### src/rtl/bitstream_output_buffer.sv
// Byte FIFO behind the entropy encoder: accepts 0-3 bytes per cycle and drains them one per cycle over valid/ready.
// Tags the frame's final byte, and reports fill level, dropped groups, reserved flags and frame completion.
module bitstream_output_buffer #(
    parameter int DATA_WIDTH = 8,
    parameter int DEPTH_LOG2 = 5,
    parameter int AF_MARGIN  = 4
) (
    input  logic                  top_clk,
    input  logic                  top_reset,
    input  logic [DATA_WIDTH-1:0] in_bit_1,
    input  logic [DATA_WIDTH-1:0] in_bit_2,
    input  logic [DATA_WIDTH-1:0] in_last_bit,
    input  logic [1:0]            in_flag_bitstream,
    input  logic                  in_flag_last,
    output logic [DATA_WIDTH-1:0] out_data,
    output logic                  out_valid,
    input  logic                  out_ready,
    output logic                  out_last,
    output logic [DEPTH_LOG2:0]   out_count,
    output logic                  out_almost_full,
    output logic                  out_overflow,
    output logic                  out_error,
    output logic                  out_done
);
    // state   | meaning
    // S_RUN   | accepting write groups until the end-of-frame flag
    // S_DRAIN | inputs ignored, emptying the FIFO
    // S_DONE  | frame fully drained, held until reset
    localparam int DEPTH = 1 << DEPTH_LOG2;
    localparam int CW    = DEPTH_LOG2 + 1;

    typedef enum logic [1:0] {S_RUN, S_DRAIN, S_DONE} state_t;

    state_t                  state, state_next;
    logic [DATA_WIDTH-1:0]   mem_byte [DEPTH];
    logic                    mem_tag  [DEPTH];
    logic [DEPTH_LOG2-1:0]   wr_ptr, rd_ptr;
    logic [CW-1:0]           count, count_next, free_slots;
    logic                    overflow_q, error_q;
    logic [1:0]              n_bytes;
    logic [DATA_WIDTH-1:0]   w_byte [3];
    logic [2:0]              w_tag;
    logic                    inputs_live, accept, wr_en, rd_fire;

    // Pack the group so slot k always goes to wr_ptr+k; last_bit lands right after the flagged bytes.
    always_comb begin
        w_byte[0] = in_bit_1;
        w_byte[1] = in_bit_2;
        w_byte[2] = in_last_bit;
        w_tag     = '0;
        n_bytes   = 2'd0;
        case (in_flag_bitstream)
            2'b01: begin
                n_bytes   = 2'd1;
                w_byte[1] = in_last_bit;
                w_tag[1]  = in_flag_last;
            end
            2'b10: begin
                n_bytes   = 2'd2;
                w_tag[2]  = in_flag_last;
            end
            default: begin
                w_byte[0] = in_last_bit;
                w_tag[0]  = in_flag_last;
            end
        endcase
        if (in_flag_last) n_bytes = n_bytes + 2'd1;
    end

    assign free_slots = CW'(DEPTH) - count;
    assign accept     = free_slots >= CW'(n_bytes);
    assign wr_en      = inputs_live && accept && (n_bytes != 2'd0);
    assign rd_fire    = out_valid && out_ready;
    assign count_next = count + (wr_en ? CW'(n_bytes) : CW'(0)) - CW'(rd_fire);

    always_ff @(posedge top_clk) begin
        if (top_reset) state <= S_RUN;
        else           state <= state_next;
    end

    always_comb begin
        state_next = state;
        case (state)
            S_RUN:   if (in_flag_last) state_next = S_DRAIN;
            S_DRAIN: if (count_next == '0) state_next = S_DONE;
            S_DONE:  state_next = S_DONE;
            default: state_next = S_RUN;
        endcase
    end

    always_comb begin
        inputs_live = (state == S_RUN);
        out_done    = (state == S_DONE);
        out_valid   = (count != '0) && (state != S_DONE);
    end

    always_ff @(posedge top_clk) begin
        if (top_reset) begin
            wr_ptr     <= '0;
            rd_ptr     <= '0;
            count      <= '0;
            overflow_q <= 1'b0;
            error_q    <= 1'b0;
        end else begin
            if (wr_en)   wr_ptr <= wr_ptr + DEPTH_LOG2'(n_bytes);
            if (rd_fire) rd_ptr <= rd_ptr + 1'b1;
            count <= count_next;
            if (inputs_live && !accept)                 overflow_q <= 1'b1;
            if (inputs_live && in_flag_bitstream == 2'b11) error_q <= 1'b1;
        end
    end

    // Storage is deliberately left uncleared by reset; pointers and count define what is valid.
    always_ff @(posedge top_clk) begin
        for (int k = 0; k < 3; k++) begin
            if (wr_en && (k < int'(n_bytes))) begin
                mem_byte[wr_ptr + DEPTH_LOG2'(k)] <= w_byte[k];
                mem_tag[wr_ptr + DEPTH_LOG2'(k)]  <= w_tag[k];
            end
        end
    end

    assign out_data        = out_valid ? mem_byte[rd_ptr] : '0;
    assign out_last        = out_valid && mem_tag[rd_ptr];
    assign out_count       = count;
    assign out_almost_full = count >= CW'(DEPTH - AF_MARGIN);
    assign out_overflow    = overflow_q;
    assign out_error       = error_q;
endmodule

### config.mk
export PLATFORM = sky130hd
export DESIGN_NAME = bitstream_output_buffer
export DESIGN_NICKNAME = d
export VERILOG_FILES = /design/src/rtl/bitstream_output_buffer.sv
export SDC_FILE = /design/constraint.sdc
export NUM_CORES = 1
export LEC_CHECK = 0
export CAP_MARGIN = 5
export CORE_UTILIZATION = 62
export CTS_CLUSTER_DIAMETER = 40
export CTS_CLUSTER_SIZE = 20
export DETAILED_ROUTE_END_ITERATION = 10
export PLACE_DENSITY = 0.8
export SYNTH_ARGS = -nofsm -noshare
export SYNTH_HDL_FRONTEND = slang
export SYNTH_SLANG_ARGS = --single-unit
### constraint.sdc
create_clock -name top_clk -period 6.33 [get_ports top_clk]
set_input_delay 1.266 -clock top_clk [delete_from_list [all_inputs] [get_ports top_clk]]
set_output_delay 1.266 -clock top_clk [all_outputs]
set_load 0.05 [all_outputs]
After elaboration in Yosys (flattened, before gate mapping)
Memory sizes are Yosys's and may differ from the RTL's. A register that Yosys moved wholly into a read port is not among the register bits.
Index checks and enable logic that the tools add are counted.

storage, ports and cells
  bits in registers = 20
  latch bits = 0
  RAM bits = 288
  memory bits (read-only) = 0
  input bits = 30
  output and inout port bits = 20
  word-level logic and storage cells = 68
  memories = 2

memory list
  name      words  bits a word  rd ports  clocked after memory_dff  write ports  line  source
  mem_byte  32     8            1         1                         3            35    logic [DATA_WIDTH-1:0] mem_byte [DEPTH];
  mem_tag   32     1            1         1                         3            36    logic mem_tag [DEPTH];

cells by class
  $add $sub $neg = 8
  $mul = 0
  div/mod/pow operators = 0
  magnitude comparators = 5
  eq/ne operators = 8
  shift operators = 0
  mux-type cells = 22
  bitwise operators = 0
  reductions and logical operators = 17

operator list
  cell                                                                          number
  8-bit 2-to-1 mux                                                              3
  5-bit 2-to-1 mux                                                              4
  5-bit by 1-bit adder with 5-bit output (second input constant)                2
  1-bit logical AND                                                             10
  1-bit 2-to-1 mux                                                              9
  2-bit 2-to-1 mux                                                              4
  6-bit by 2-bit adder with 6-bit output                                        1
  2-bit == test (second input constant)                                         3
  6-bit by 2-bit >= comparator with 1-bit output                                1
  6-bit by 5-bit >= comparator with 1-bit output (second input constant)        1
  6-bit logical NOT                                                             1
  2-bit inequality test (second input constant)                                 3
  2-bit case mux with 3 select lines                                            1
  6-bit nonzero test                                                            1
  6-bit by 1-bit subtractor with 6-bit output                                   1
  6-bit subtractor (first input constant)                                       1
  5-bit by 2-bit adder with 5-bit output                                        1
  5-bit by 2-bit adder with 5-bit output (second input constant)                1
  2-bit by 1-bit == test with 1-bit output (second input constant)              2
  1-bit by 2-bit less-than comparator with 1-bit output (first input constant)  2
  2-bit case mux with 2 select lines                                            1
  2-bit by 1-bit adder with 2-bit output (second input constant)                1
  2-bit logical NOT                                                             1
  2-bit less-than comparator (first input constant)                             1
  other kinds (4)                                                               4

Logic depth before layout (Yosys ltp)
  depth in word-level cells = 13
  gate-level depth with buffers = 21
  gate-level depth less buffers = 19

Least setup slack after synthesis
No wires, ideal clock.

  path type = input port to flip-flop
  start = input in_flag_bitstream[0]
  end = register state[1]
  library setup time = 71 ps
  data arrival time = 4941 ps
  setup slack = 1318 ps
  stages on the path = 20
  buffers on the path = 2
  cells stage by stage = inv_1 ha_1 buf_2 nand2b_1 nand2_1 inv_1 ha_1 a211oi_1 nand4_1 buf_2 nand3_1 ha_1 inv_1 ha_1 a211oi_1 or3_1 o311ai_1 a41oi_1 or3b_1 a21oi_1

on the way
  cells in the longest elaborated chain, start to end = 13
  elaborated cells between the ends (all ways) = 15
  those cells by class = add/sub (3); order compare (1); eq/ne (3); mux (3); reduce/logical (5)

ends and longest elaborated chain
  item                                                                       line  source
  start, declared                                                            13    input logic [1:0] in_flag_bitstream,
  2-bit == test or 2-bit by 1-bit == test with 1-bit output (tied branches)  52    case (in_flag_bitstream)
  2-bit case mux with 2 select lines (*)                                     52
  2-bit by 1-bit adder with 2-bit output                                     67    if (in_flag_last) n_bytes = n_bytes + 2'd1;
  2-bit 2-to-1 mux (*)                                                       67
  6-bit by 2-bit >= comparator with 1-bit output                             71    assign accept = free_slots >= CW'(n_bytes);
  1-bit logical AND (2 in a row)                                             72    assign wr_en = inputs_live && accept && (n_bytes != 2'd0);
  2-bit 2-to-1 mux (*)                                                       74    assign count_next = count + (wr_en ? CW'(n_bytes) : CW'(0)) - CW'(rd_fire);
  6-bit by 2-bit adder with 6-bit output (*)                                 74
  6-bit by 1-bit subtractor with 6-bit output (*)                            74
  6-bit logical NOT (*)                                                      85    S_DRAIN: if (count_next == '0) state_next = S_DONE;
  2-bit inequality test (no source line) (*)                                 --
  2-bit AND reduction (no source line) (*)                                   --
  end signal, assigned                                                       78    else state <= state_next;
  end, declared                                                              34    state_t state, state_next;

Every way passes the cells marked *; elsewhere a longest branch is shown, timed or not.
A chain may end at the register's enable or synchronous reset.

Worst setup path in the final report
  start = input in_flag_bitstream[1]
  end = register state[1]

The elaborated chain is that of the path after synthesis.

==> out/metrics.cfg <==
[clocking]
h-tree-depth=2
cts_root_buffer=clkbuf_16
cts_buffer_depth=3
cts.repair.resized=0
path_clk_slew_ns=0.06
cts_sinks=313
cts_tree=built
cts_inserted_buffers=43
hold_buffers=0
clk_latency_ns=0.54
post_cts_buffers=0

[global_routing]
grt_usage=0.357
grt_pass1_wl_um=89600
grt_max_degree=68
grt_pass1_vias=15244
overflow=0
antenna_found_initial=1

[yosys]
yosysWarnings=0
yosys_most_used_dff=edfxtp_1
synth_nets=1905
synth_area_leader_cell=edfxtp_1
yosys.cell_types.count=66
synth.avg_cell_area_sq_um=10.9
seq_area_frac_synth=0.455
netlist_top_cells_area=edfxtp_1, mux2i_1, mux4_2
syn_area_sq_um=20100
synthArstFlopShare=0
synth_edf_count=288
synth-seq-cells=313
synth_top_cell_area_share=0.430
synthCells=1847

[placement]
dp_hpwl_um=38700
io_buffers=49
gp_congestion=1.07
pre_cts_ws_ns=0.654

[final_layout]
syn2layout_area_growth_pct=9.10
nFillCells=2249
final_common_cell=edfxtp_1
layout-drive-gt1-share=0.150
num_antenna_cells=0
final_cell_mix=edfxtp_1, mux2i_1, nor2_1
multi_input_comb_area_sq_um=9880
regArea_sq_um=9160
nets=1837

[timing]
fmax_mhz=193
slew_viol_final=0
slew_headroom=0.188
hold_viol_final=0
min_period_over_period=0.818
worst_pin_slew_ns=1.21
setup_ws_ns=1.15
setup_viol=0
fin_skew_ns=0.0197
fin_setup_tns_ns=0
layout_min_cycle_time_ns=5.18
rsz0062_at_grt=no

[routing]
post_drt_via_cell_ratio=7.02
drt_iter0_drc=2220
routed_wl_um=58800
drc_errors=0
post_drt_wl_per_cell_um=26.6
vias=15540
drtAntennaViolNets=0
firstDrtPassIters=6

[min_path]
min_to=out_error
holdCritPathClass=reg2reg
holdCritStartpoint=out_error
min_path_cells=2

[die]
ios=50
row_count=65
core-area_sq_um=31700
die_area_sq_um=33200
die_w_um=182
dieHeight_um=182
initial_core_util=0.635

[critical_path]
worstPathArrival_ns=5.62
r2r_slack_ns=2.20
timing.rr.end=mem_byte[3][1]
cp.required_ns=6.77
startpoint_type=input pin
worstSetupPathType=in2reg
r2r_start=wr_ptr[4]
reg2reg_depth=5
worstSetupEndpointType=register
path_max_fanout=12

[run]
cap_viol_max_count=0

[pwr]
power_leakage_nw=7.36
ir_drop_uv=299
powerDensity_nw_per_um2=340

[run_status]
status=finished clean

## state kept, by name, indices dropped and copies added (netlist names), named ones only
signal        cells
wr_ptr            5
out_error         1
rd_ptr            5
state             2
mem_byte        256
out_overflow      1
out_count         6
mem_tag          32
## per-stage QoR
stage	hold slack, ns	total power, W	instances	area (sq um)	util
2_1_floorplan	0.470	0.00431	1847	20100	-
3_3_place_gp	0.461	0.00506	2136	20600	0.649
3_5_place_dp	0.477	0.00511	2136	20600	0.649
4_1_cts	0.500	0.00739	2213	22000	0.692
5_1_grt	0.541	0.00766	2213	22000	0.692
6_report	0.498	0.00746	2213	22000	0.692
## worst max-delay path: stages
cell and delay (ns):
clkdlybuf4s50_1 0.50, inv_1 0.06, ha_1 0.20, ha_1 0.28
buf_4 0.19, ha_1 0.27, nand2b_1 0.14, a211oi_1 0.30
nand4_1 0.19, nand3_1 0.14, ha_1 0.16, inv_1 0.07
ha_1 0.28, a211oi_1 0.10, or3_1 0.36, o311ai_1 0.31
a41oi_1 0.25, or3b_1 0.41, a21oi_1 0.14
## layout make-up
type | instances | area share
Clock inverter | 34 | 0.0132
Multi-Input combinational cell | 1280 | 0.450
Inverter | 41 | 0.00701
Sequential cell | 313 | 0.417
Clock buffer | 43 | 0.0490
Tap cell | 402 | 0.0229
Timing Repair Buffer | 100 | 0.0409
## Yosys cell counts (all sizes together) (41+ instances only)
cell type,instances
a21oi,213
buf,101
clkbuf,112
edfxtp,288
inv,41
mux2i,257
mux4,90
nand2,113
nand3,42
nor2,235
o211ai,44
o21ai,78
## worst max path at each step
stage,start,endpoint,slack (ns)
6_report,in_flag_bitstream[1],state[1],1.15
5_1_grt,in_flag_bitstream[1],state[1],0.87
4_1_cts,in_flag_bitstream[1],state[1],1.18
3_5_place_dp,in_flag_bitstream[1],state[1],0.65
3_3_place_gp,in_flag_bitstream[1],state[1],0.78
2_1_floorplan,in_flag_bitstream[0],state[1],1.32
## kinds of logic after synthesis
logic type / after synthesis / share of synthesized area
xor+xnor: 18 / 0.00951
buf+inv: 254 / 0.0564
simple gates: 505 / 0.121
mux: 364 / 0.238
fa+ha+maj: 28 / 0.0182
flops: 313 / 0.455
compound gates: 365 / 0.102
## power breakdown
group / internal (W) / switching, W / total (W)
Combinational: 0.000970 / 0.00155 / 0.00253
Clock: 0.00129 / 0.00103 / 0.00232
Sequential: 0.00244 / 0.000177 / 0.00262
## routing by layer
layer  global-route usage  part of all wire  vias up
li1                     -                 -     6734
met2                0.567              0.46     1168
met5                    0                 0        -
met3               0.0848              0.13      213
met1                0.469              0.37     7425
met4                0.158             0.045        0
No activity file was read; power rests on OpenSTA's default activity.
